$ cat src/rtl/pc_control_pkg.sv
// Shared encodings and constants for the pc_control front-end controller.
package pc_control_pkg;

  typedef enum logic [1:0] {
    PCC_IDLE       = 2'd0,
    PCC_FETCH_WAIT = 2'd1,
    PCC_TIMEOUT    = 2'd2
  } pcc_state_e;

  localparam logic [31:0] WORD_ZERO = 32'd0;
  localparam logic [4:0]  REG_ZERO  = 5'd0;

endpackage

$ cat src/rtl/pc_control_load_use_detect.sv
// Combinational load-use hazard detector: flags an ID instruction reading the
// destination of a load currently in EX.
module load_use_detect
  import pc_control_pkg::*;
(
  input  logic       ex_mem_read,
  input  logic [4:0] ex_rt,
  input  logic [4:0] id_rs,
  input  logic [4:0] id_rt,
  input  logic       id_uses_rt,
  output logic       lu
);

  logic rs_match;
  logic rt_match;

  // Register zero is hardwired, so a load targeting it never creates a hazard.
  assign rs_match = (ex_rt == id_rs);
  assign rt_match = id_uses_rt && (ex_rt == id_rt);
  assign lu       = ex_mem_read && (ex_rt != REG_ZERO) && (rs_match || rt_match);

endmodule

$ cat src/rtl/pc_control.sv
// Front-end stall/flush controller: merges load-use, redirect and fetch-wait
// hazards into PC / IF-ID / ID-EX controls. Perf counters: PC_CONTROL_PERF_EN.
module pc_control
  import pc_control_pkg::*;
#(
  parameter int WAIT_MAX = 15,
  parameter int CNT_W    = 32
) (
  input  logic             clk,
  input  logic             rst,
  input  logic [4:0]       id_rs,
  input  logic [4:0]       id_rt,
  input  logic             id_uses_rt,
  input  logic             ex_mem_read,
  input  logic [4:0]       ex_rt,
  input  logic             redirect,
  input  logic             imem_ready,
  output logic             pc_write,
  output logic             if_id_write,
  output logic             if_id_flush,
  output logic             id_ex_flush,
  output logic             timeout,
  output logic [CNT_W-1:0] stall_cycles,
  output logic [CNT_W-1:0] redirect_count
);

  localparam int WCNT_W = (WAIT_MAX < 1) ? 1 : $clog2(WAIT_MAX + 1);
  localparam logic [WCNT_W-1:0] WAIT_LIMIT = WCNT_W'(WAIT_MAX);

  pcc_state_e        state_q, state_d;
  logic [WCNT_W-1:0] wait_cnt_q, wait_cnt_d;
  logic              timeout_q, timeout_d;
  logic              lu;
  logic              wait_hit;
  logic [WCNT_W-1:0] wait_inc;

  load_use_detect u_load_use_detect (
    .ex_mem_read (ex_mem_read),
    .ex_rt       (ex_rt),
    .id_rs       (id_rs),
    .id_rt       (id_rt),
    .id_uses_rt  (id_uses_rt),
    .lu          (lu)
  );

  assign wait_hit = (wait_cnt_q == WAIT_LIMIT);
  assign wait_inc = wait_hit ? wait_cnt_q : wait_cnt_q + WCNT_W'(1);

  always_comb begin
    state_d     = state_q;
    wait_cnt_d  = wait_cnt_q;
    timeout_d   = timeout_q;
    pc_write    = 1'b1;
    if_id_write = 1'b1;
    if_id_flush = 1'b0;
    id_ex_flush = 1'b0;

    if (state_q == PCC_TIMEOUT) begin
      pc_write    = 1'b0;
      if_id_write = 1'b0;
      if_id_flush = 1'b1;
      id_ex_flush = 1'b1;
    end else if (redirect) begin
      // The outstanding fetch is abandoned; the new one starts a fresh wait.
      if_id_flush = 1'b1;
      wait_cnt_d  = '0;
      state_d     = imem_ready ? PCC_IDLE : PCC_FETCH_WAIT;
    end else if (lu) begin
      pc_write    = 1'b0;
      if_id_write = 1'b0;
      id_ex_flush = 1'b1;
      if (!imem_ready) begin
        if (wait_hit) begin
          state_d   = PCC_TIMEOUT;
          timeout_d = 1'b1;
        end else begin
          wait_cnt_d = wait_inc;
        end
      end
    end else if (!imem_ready) begin
      pc_write    = 1'b0;
      if_id_flush = 1'b1;
      if (wait_hit) begin
        state_d   = PCC_TIMEOUT;
        timeout_d = 1'b1;
      end else begin
        state_d    = PCC_FETCH_WAIT;
        wait_cnt_d = wait_inc;
      end
    end else begin
      state_d    = PCC_IDLE;
      wait_cnt_d = '0;
    end

    // Reset holds the whole front end frozen with bubbles in both stages.
    if (rst) begin
      pc_write    = 1'b0;
      if_id_write = 1'b0;
      if_id_flush = 1'b1;
      id_ex_flush = 1'b1;
    end
  end

  always_ff @(posedge clk or posedge rst) begin
    if (rst) begin
      state_q    <= PCC_IDLE;
      wait_cnt_q <= '0;
      timeout_q  <= 1'b0;
    end else begin
      state_q    <= state_d;
      wait_cnt_q <= wait_cnt_d;
      timeout_q  <= timeout_d;
    end
  end

  assign timeout = timeout_q;

`ifdef PC_CONTROL_PERF_EN
  logic [CNT_W-1:0] stall_cycles_q, stall_cycles_d;
  logic [CNT_W-1:0] redirect_count_q, redirect_count_d;

  // Only redirects seen outside TIMEOUT are accepted and counted.
  always_comb begin
    stall_cycles_d   = stall_cycles_q;
    redirect_count_d = redirect_count_q;
    if (!pc_write) begin
      stall_cycles_d = stall_cycles_q + CNT_W'(1);
    end
    if (redirect && (state_q != PCC_TIMEOUT)) begin
      redirect_count_d = redirect_count_q + CNT_W'(1);
    end
  end

  always_ff @(posedge clk or posedge rst) begin
    if (rst) begin
      stall_cycles_q   <= '0;
      redirect_count_q <= '0;
    end else begin
      stall_cycles_q   <= stall_cycles_d;
      redirect_count_q <= redirect_count_d;
    end
  end

  assign stall_cycles   = stall_cycles_q;
  assign redirect_count = redirect_count_q;
`else
  assign stall_cycles   = CNT_W'(WORD_ZERO);
  assign redirect_count = CNT_W'(WORD_ZERO);
`endif

endmodule

$ cat config.mk
export PLATFORM = sky130hd
export DESIGN_NAME = pc_control
export DESIGN_NICKNAME = d
export VERILOG_FILES = /design/src/rtl/pc_control_pkg.sv /design/src/rtl/pc_control_load_use_detect.sv /design/src/rtl/pc_control.sv
export SDC_FILE = /design/constraint.sdc
export NUM_CORES = 1
export LEC_CHECK = 0
export BUFFER_PORTS_ARGS = -buffer_cell sky130_fd_sc_hd__buf_2
export CORE_MARGIN = 3
export CORE_UTILIZATION = 42
export DETAILED_ROUTE_END_ITERATION = 7
export PLACE_DENSITY = 0.95
export SYNTH_ARGS = -nofsm -noshare
export SYNTH_HDL_FRONTEND = slang
export SYNTH_SLANG_ARGS = --single-unit
$ cat constraint.sdc
create_clock -name clk -period 4.3 [get_ports clk]
set_input_delay 0.86 -clock clk [delete_from_list [all_inputs] [get_ports clk]]
set_output_delay 0.86 -clock clk [all_outputs]
set_load 0.01 [all_outputs]
== Word-level counts from Yosys, hierarchy flattened ==
Cells that the tools add are included.

* Add/subtract/negate cells: 1
* Eq/ne operators: 6
* Muxes and demuxes: 30
* Bitwise gates (word level): 3
* Reductions and logical operators: 8

{| class="wikitable"
|+ Operator list
! operator !! count
|-
| $mux 4 || 5
|-
| $mux 1 || 19
|-
| $mux 2 || 6
|-
| $eq 5x5->1 || 2
|-
| $reduce_bool 5->1 || 1
|-
| $add 4x1->4 const B || 1
|-
| $eq 4x4->1 const B || 1
|-
| $reduce_and 4->1 || 1
|-
| $logic_and 1x1->1 || 3
|-
| $ne 3x2->1 const B || 1
|-
| $ne 3x3->1 const B || 1
|-
| $not 1->1 || 3
|-
| $reduce_and 3->1 || 1
|-
| $eq 2x2->1 const B || 1
|-
| $reduce_and 2->1 || 1
|-
| $logic_or 1x1->1 || 1
|}

* Register bits: 7
* Bits of input ports: 21
* Output and inout port bits: 69

== Longest topological paths before layout ==
Gate-level depths: netlist of run 1.

* Depth after elaboration: 8
* Mapped depth: 6
* Mapped depth without buffers: 6

== By module ==
From an unflattened synthesis of run 1, not the netlist that was laid out.

* Cell total of the unflattened synthesis: 132
* Area total of the unflattened synthesis: 1048.5 um^2

{| class="wikitable"
|+ By module, submodules not included
! module !! times used !! cells each !! area each (um^2) !! seq. area each (um^2)
|-
| pc_control || 1 || 115 || 915.9 || 175.2
|-
| load_use_detect || 1 || 17 || 132.6 || 0.0
|}

== Worst setup path after synthesis of run 1 ==
No wires, ideal clock.

* Kind: input-to-output
* From: in ex_rt[1]
* To: out pc_write
* Arrival time: 2034 ps
* Data required time: 3440 ps
* Setup slack: 1406 ps
* Stages on the path: 4
* Path buffers: 0
* Cells stage by stage: or4_4 o21ai_4 o21ai_1 a211oi_1

* Longest elaborated chain between the ends: 8
* Elaborated cells on any way between the ends: 11

{| class="wikitable"
|+ Ends and longest elaborated chain
! item !! line !! RTL
|-
| start, declared || pc_control.sv:15 || <nowiki>input logic [4:0] ex_rt,</nowiki>
|-
| $eq 5x5->1 || pc_control_load_use_detect.sv:19 || <nowiki>assign rt_match = id_uses_rt && (ex_rt == id_rt);</nowiki>
|-
| $logic_and 1x1->1 || pc_control_load_use_detect.sv:19 ||
|-
| $logic_or 1x1->1 || pc_control_load_use_detect.sv:20 || <nowiki>assign lu = ex_mem_read && (ex_rt != REG_ZERO) && (rs_match || rt_match);</nowiki>
|-
| $logic_and 1x1->1 (*) || pc_control_load_use_detect.sv:20 ||
|-
| $mux 1 (*) || pc_control.sv:68 || <nowiki>end else if (lu) begin</nowiki>
|-
| $mux 1 (*) || pc_control.sv:63 || <nowiki>end else if (redirect) begin</nowiki>
|-
| $mux 1 (*) || pc_control.sv:58 || <nowiki>if (state_q == PCC_TIMEOUT) begin</nowiki>
|-
| $mux 1 (*) || pc_control.sv:96 || <nowiki>if (rst) begin</nowiki>
|-
| end, declared || pc_control.sv:18 || <nowiki>output logic pc_write,</nowiki>
|}

Every way passes the cells marked *; elsewhere a longest branch is shown, timed or not.

== Final worst setup path of run 1 ==
* From: in ex_rt[4]
* To: out id_ex_flush

* Longest elaborated chain between the ends: 8
* Elaborated cells on any way between the ends: 11

{| class="wikitable"
|+ Ends and longest elaborated chain
! item !! line !! RTL
|-
| $eq 5x5->1 || pc_control_load_use_detect.sv:19 ||
|-
| $logic_and 1x1->1 || pc_control_load_use_detect.sv:19 ||
|-
| $logic_or 1x1->1 || pc_control_load_use_detect.sv:20 ||
|-
| $logic_and 1x1->1 (*) || pc_control_load_use_detect.sv:20 ||
|-
| $mux 1 (*) || pc_control.sv:68 ||
|-
| $mux 1 (*) || pc_control.sv:63 ||
|-
| $mux 1 (*) || pc_control.sv:58 ||
|-
| $mux 1 (*) || pc_control.sv:96 ||
|-
| end, declared || pc_control.sv:21 || <nowiki>output logic id_ex_flush,</nowiki>
|}

Marked as above.

==> reports/summary.txt, run 1 <==
Outcome: completed
DR WL/cell: 10.7 um
Area of the multi-input gates: 658 sq um
Grt ovf: 0
Vias/cell: 4.35
Initial DRC Count: 13
Met1 Use GR: 12.4%
Crit path DAT: 2.28 ns
CP bufs+invs: 2
Setup TNS: 0 ns
CTS tree: done
Avg Synthesized Cell Area: 8.21 sq um
Clock skew: 0.0118 ns
P&R area growth vs syn: -5.96%
Slowest cell on crit path: nor3_2
Total of max-cap violations: 0
Min-Delay Path Class: flip-flop to flip-flop
IO buf count: 25
Tot GR Track Use: 11.5%
Post-synth EDFFs: 0
Routed WL: 2.00 mm
Worst path depth: 7
Most Frequent Cell on Critical Path: buf_2
Vias in the first global route: 673
Worst-margin pin slew: 0.558 ns
GRT met2 Usage: 18.4%
#FFs+latches synth: 7
CP top delay family: simple AND/OR/NAND/NOR gates
CTS buffer count: 3
Leakage: 0.574 nW
Critical path class: primary input to output pin
Register area: 175 sq um
Post-route clock period utilization: 73.0%
Yosys warns: 0
Area leader, netlist: buf_4
Diode count: 0
Sequential fraction of the synthesis area: 16.0%
Initial Util: 46.7%
Antenna violations before repair: 0
Mapped Cells: 133
Largest net degree at the start of global routing: 12
CTS clock-pin slew for the worst setup and hold paths: 0.05 ns
Post-CTS setup buffers: 0
R2R depth: 5
Req. time, crit path: 3.44 ns
FILL cells: 242
Maximum fanout along the worst path: 6
Critical-path cell list: buf_2, xor2_1, nor4_2, a32oi_2, nor3_2, or3_1, buf_2
IO Pins: 90
Grt peak-use layer: met2
Final setup viols: 0
Setup slack, reg-to-reg: 2.77 ns
Fmax: 318 MHz
Commonest cells post-synth: buf_4 (64), xor2_1 (9), dfrtp_1 (7)
Reg2Reg Launch Point: wait_cnt_q[0]
Vias: 813
Die Y: 57.0 um
GR Util met3: 5.88%
Skew-Pair Late Insertion Delay: 0.26 ns
Max-slew headroom: 62.7%
Main flop type after synthesis: dfrtp_1
Core area: 2340 sq um
Die width: 57.0 um
Post-cts sizing count: 0
H-tree depth: 1
RSZ-0062 raised after global routing: no
Ys async rst share: 100%
Critical Path End: id_ex_flush
RR Endpoint: state_q[0]
Post-synthesis cell area: 1090 sq um
Pre-antenna DRT Iters: 4
Site Rows: 17
Pins Over Slew Limit: 0
# DRC: 0
Worst Setup End Kind: output pin
CP Launch Type: primary input
# hold bufs at CTS: 0
Overall Power: 197 uW
Maximum vdd drop: 89.7 uV
Die ar.: 3250 sq um
Distinct cells, synth: 37
Min cycle time layout: 3.14 ns
Layout cells sized above 1: 22.0%
Share of the synthesized area in the top cell type: 44.0%
Root Buffer: clkbuf_4
GP Congestion: 0.838
Top-count cell post-synth: buf_4
Final Hold Fails: 0
Synth area leaders: buf_4 (44%), dfrtp_1 (16%), xor2_1 (7.2%), nor3_1 (2.3%), nand2_1 (1.7%)
Max incr delay on CP: 0.34 ns
# nets final: 182
HPWL after detailed placement: 1.76 mm
Setup crit start: ex_rt[4]
Pwr dens: 191 nW/um^2
Remaining antenna violation count: 0
Clk buf depth: 2
TritonCTS Sinks: 7
First-pass GRT wire length: 2.90 mm
## stage by stage
stage,worst slack [ns],area (sq um),hold WS (ns),utilization [%],cells
floorplan,1.41,1330,0.513,-,196
global placement,1.19,1000,0.461,42.8,183
detailed placement,1.15,1000,0.467,42.8,183
CTS,1.15,1030,0.479,43.9,187
global route,1.08,1030,0.504,43.9,187
finish,1.16,1030,0.474,43.9,187
## sequential cells by signal, indices dropped and copies added, names as in the netlist
name	flops
wait_cnt_q	4
timeout	1
state_q	2
## power breakdown
group / internal (mW) / switching (mW) / total [mW]
clock network: 0.0355 / 0.0246 / 0.0601
registers: 0.0676 / 0.00175 / 0.0694
logic: 0.0191 / 0.0481 / 0.0672
total: 0.122 / 0.0745 / 0.197
## worst register-to-register path: stages, from the launching register on
cell     delay, ns
dfrtp_1       0.43
ha_1          0.26
and3_1        0.24
nor3_1        0.07
o21a_1        0.13
a211o_1       0.27
## cell families (layout without fill, tap and decap cells)
logic type                 count (synthesis)  count (layout)  synth area share [%]
other                                      1              64                 0.343
adders and majority gates                  1               1                  1.15
xor gates and xnor gates                  10              10                  8.02
AOI/OAI and AO/OA                         21              21                  15.9
DFF                                        7               7                  16.0
buffers and inverters                     68              31                  45.4
and+or+nand+nor                           25              25                  13.2
## layout by cell type (no fill, tap or decap), types with 2 or more instances in the layout
| cell | n |
|---|---|
| nor2_1 | 2 |
| nand2_1 | 5 |
| o21bai_1 | 2 |
| a21oi_1 | 2 |
| nor3_1 | 5 |
| nand2b_1 | 2 |
| inv_1 | 2 |
| clkbuf_4 | 3 |
| nand3_1 | 3 |
| o21ai_0 | 3 |
| dfrtp_1 | 7 |
| buf_2 | 25 |
| xor2_1 | 9 |
| conb_1 | 64 |
| o21a_1 | 2 |
## area by class of cell
class	instances	area share [%]
clock buffers	4	2.56
inverters	2	0.731
multi-input cells	121	64.1
flip-flops and latches	7	17.1
well taps	28	3.41
repair buffers	25	12.2
## routing by layer
layer  vias up  wire (um)
li1        380          -
met1       367        630
met2        60       1070
met3         6        257
met4         0         44
met5         -          0
## how the worst min path moves through the flow
stage                        from  endpoint  slack [ns]  cells after the start
after floorplan           timeout   timeout        0.51                      1
after CTS                 timeout   timeout        0.48                      1
after detailed placement  timeout   timeout        0.47                      1
after global placement    timeout   timeout        0.46                      1
final                     timeout   timeout        0.47                      1
after global routing      timeout   timeout        0.50                      1
No activity file was read; power rests on OpenSTA's default activity.
==> run 2, diff against run 1 <==
Settings changed: CORE_UTILIZATION 42 to 35, PLACE_DENSITY 0.95 to 0.87.
Clock period 4.3 ns to 2.88 ns, I/O delays scaled along.
==> run 2 against run 1 <==
Worst hold slack got worse by 0.19 ns. Via count is 4.4% lower. Sequential share of layout area decreased by 0.062 points. Flip-flop and latch count unchanged. Non-clock buffer count stayed put. Clock-buffer cell count unchanged. Power rose by 50%. First-iteration DRC count grew to 3.2 times the previous value. Sequential power grew 50%. Clock power up 51%. Cell count rose by 1.6%. Critical path type unchanged. Largest power group unchanged.
==> reports/summary.txt, run 2 (same netlist as run 1, synthesis figures left out) <==
Vias: 777
CP bufs+invs: 2
WHS: 0.285 ns
Overall Power: 294 uW
Pins Over Slew Limit: 0
Cell Area, Placed: 1000 sq um
Tot GR Track Use: 9.92%
Skew-Pair Late Insertion Delay: 0.26 ns
DR WL/cell: 10.2 um
Worst-margin pin slew: 0.539 ns
Maximum fanout along the worst path: 6
Initial DRC Count: 41
CP top delay family: simple AND/OR/NAND/NOR gates
Initial Util: 38.3%
Max incr delay on CP: 0.54 ns
CTS clock-pin slew for the worst setup and hold paths: 0.06 ns
Placed cell count: 186
# DRC: 0
Largest register FFs: 4
Vias/cell: 4.09
Slowest cell on crit path: or4_4
Max-slew headroom: 64.0%
Diode count: 0
Pwr dens: 286 nW/um^2
GP Congestion: 0.785
Grt ovf: 0
Commonest cells after routing, fill and taps aside: conb_1 (64), buf_2 (25), xor2_1 (9), dfrtp_1 (7)
Core area: 2850 sq um
Min-Delay Path Class: primary input to asynchronous set/reset pin
Pre-antenna DRT Iters: 4
Vias in the first global route: 599
Total of max-cap violations: 0
Setup TNS: 0 ns
Worst slack at placement: 0.327 ns
Routed WL: 1.93 mm
Antenna violations before repair: 0
# hold bufs at CTS: 0
Remaining antenna violation count: 0
Root Buffer: clkbuf_4
Min cycle time layout: 2.55 ns
Final instance area: 1030 sq um
Leakage: 0.574 nW
Die ar.: 3830 sq um
Most common cell after layout, fill and taps aside: conb_1
Site Rows: 19
Maximum vdd drop: 75.3 uV
Req. time, crit path: 2.30 ns
Fin util: 36.1%
Layout cells sized above 1: 22.0%
First-pass GRT wire length: 2.70 mm
Critical path class: primary input to output pin
Final Hold Fails: 0
HPWL after detailed placement: 1.73 mm
# nets final: 182
RSZ-0062 raised after global routing: no
Largest net degree at the start of global routing: 12
IO Pins: 90
P&R area growth vs syn: -5.61%
Critical-path cell list: buf_2, or4_4, o21ai_4, nor3_2, or3_1, buf_2
Clock skew: 0.00785 ns
Crit path DAT: 1.97 ns
Worst Setup End Kind: output pin
IO buf count: 25
Post-cts sizing count: 0
Non-Filler Instances: 190
Post-route clock period utilization: 88.5%
Final setup viols: 0
Setup slack after layout: 0.332 ns
CTS buffer count: 3
TritonCTS Sinks: 7
Die Y: 61.9 um
CTS tree: done
H-tree depth: 1
Most Frequent Cell on Critical Path: buf_2
CP Launch Type: primary input
Clk buf depth: 2
Die width: 61.9 um
Outcome: completed
Fmax: 393 MHz
Largest reg by FF count: wait_cnt_q
Post-CTS setup buffers: 0
## run 2: layer usage
layer	GRT usage (%)	share of wire [%]
met1	11.6	36
met2	17.0	56
met3	3.72	7.7
met4	2.73	0.88
met5	0	0
## run 2: final cells by class
type	count	area, sq um
clock buffers	4	26.3
fillers	307	1820
well taps	31	38.8
flip-flops and latches	7	175
repair buffers	25	125
inverters	2	7.51
multi-input cells	121	658
## run 2: path summary, 6_finish.rpt
| path | to | cells after the start | start | slack [ns] |
|---|---|---|---|---|
| max | id_ex_flush | 6 | ex_rt[1] | 0.33 |
| min | wait_cnt_q[1] | 2 | rst | 0.29 |
| max reg2reg | state_q[0] | 5 | wait_cnt_q[0] | 1.43 |
| min reg2reg | timeout | 1 | timeout | 0.49 |
| max in group asynchronous | wait_cnt_q[2] | 2 | rst | 2.36 |
| min in group clk | timeout | 1 | timeout | 0.49 |
## run 2: worst register-to-register path: cells and delay by family, from the launching register on
kind            cells  cell delay, ns
fa+ha+maj           1            0.24
flops               1            0.43
compound gates      2            0.39
simple gates        2            0.28
## run 2: power breakdown
group / switching, mW / internal [mW] / total, mW / leakage, nW
combinational: 0.0713 / 0.0285 / 0.0998 / 0.465
clock: 0.0380 / 0.0530 / 0.0910 / 0.0150
sequential: 0.00263 / 0.101 / 0.104 / 0.0938
total: 0.112 / 0.182 / 0.294 / 0.574
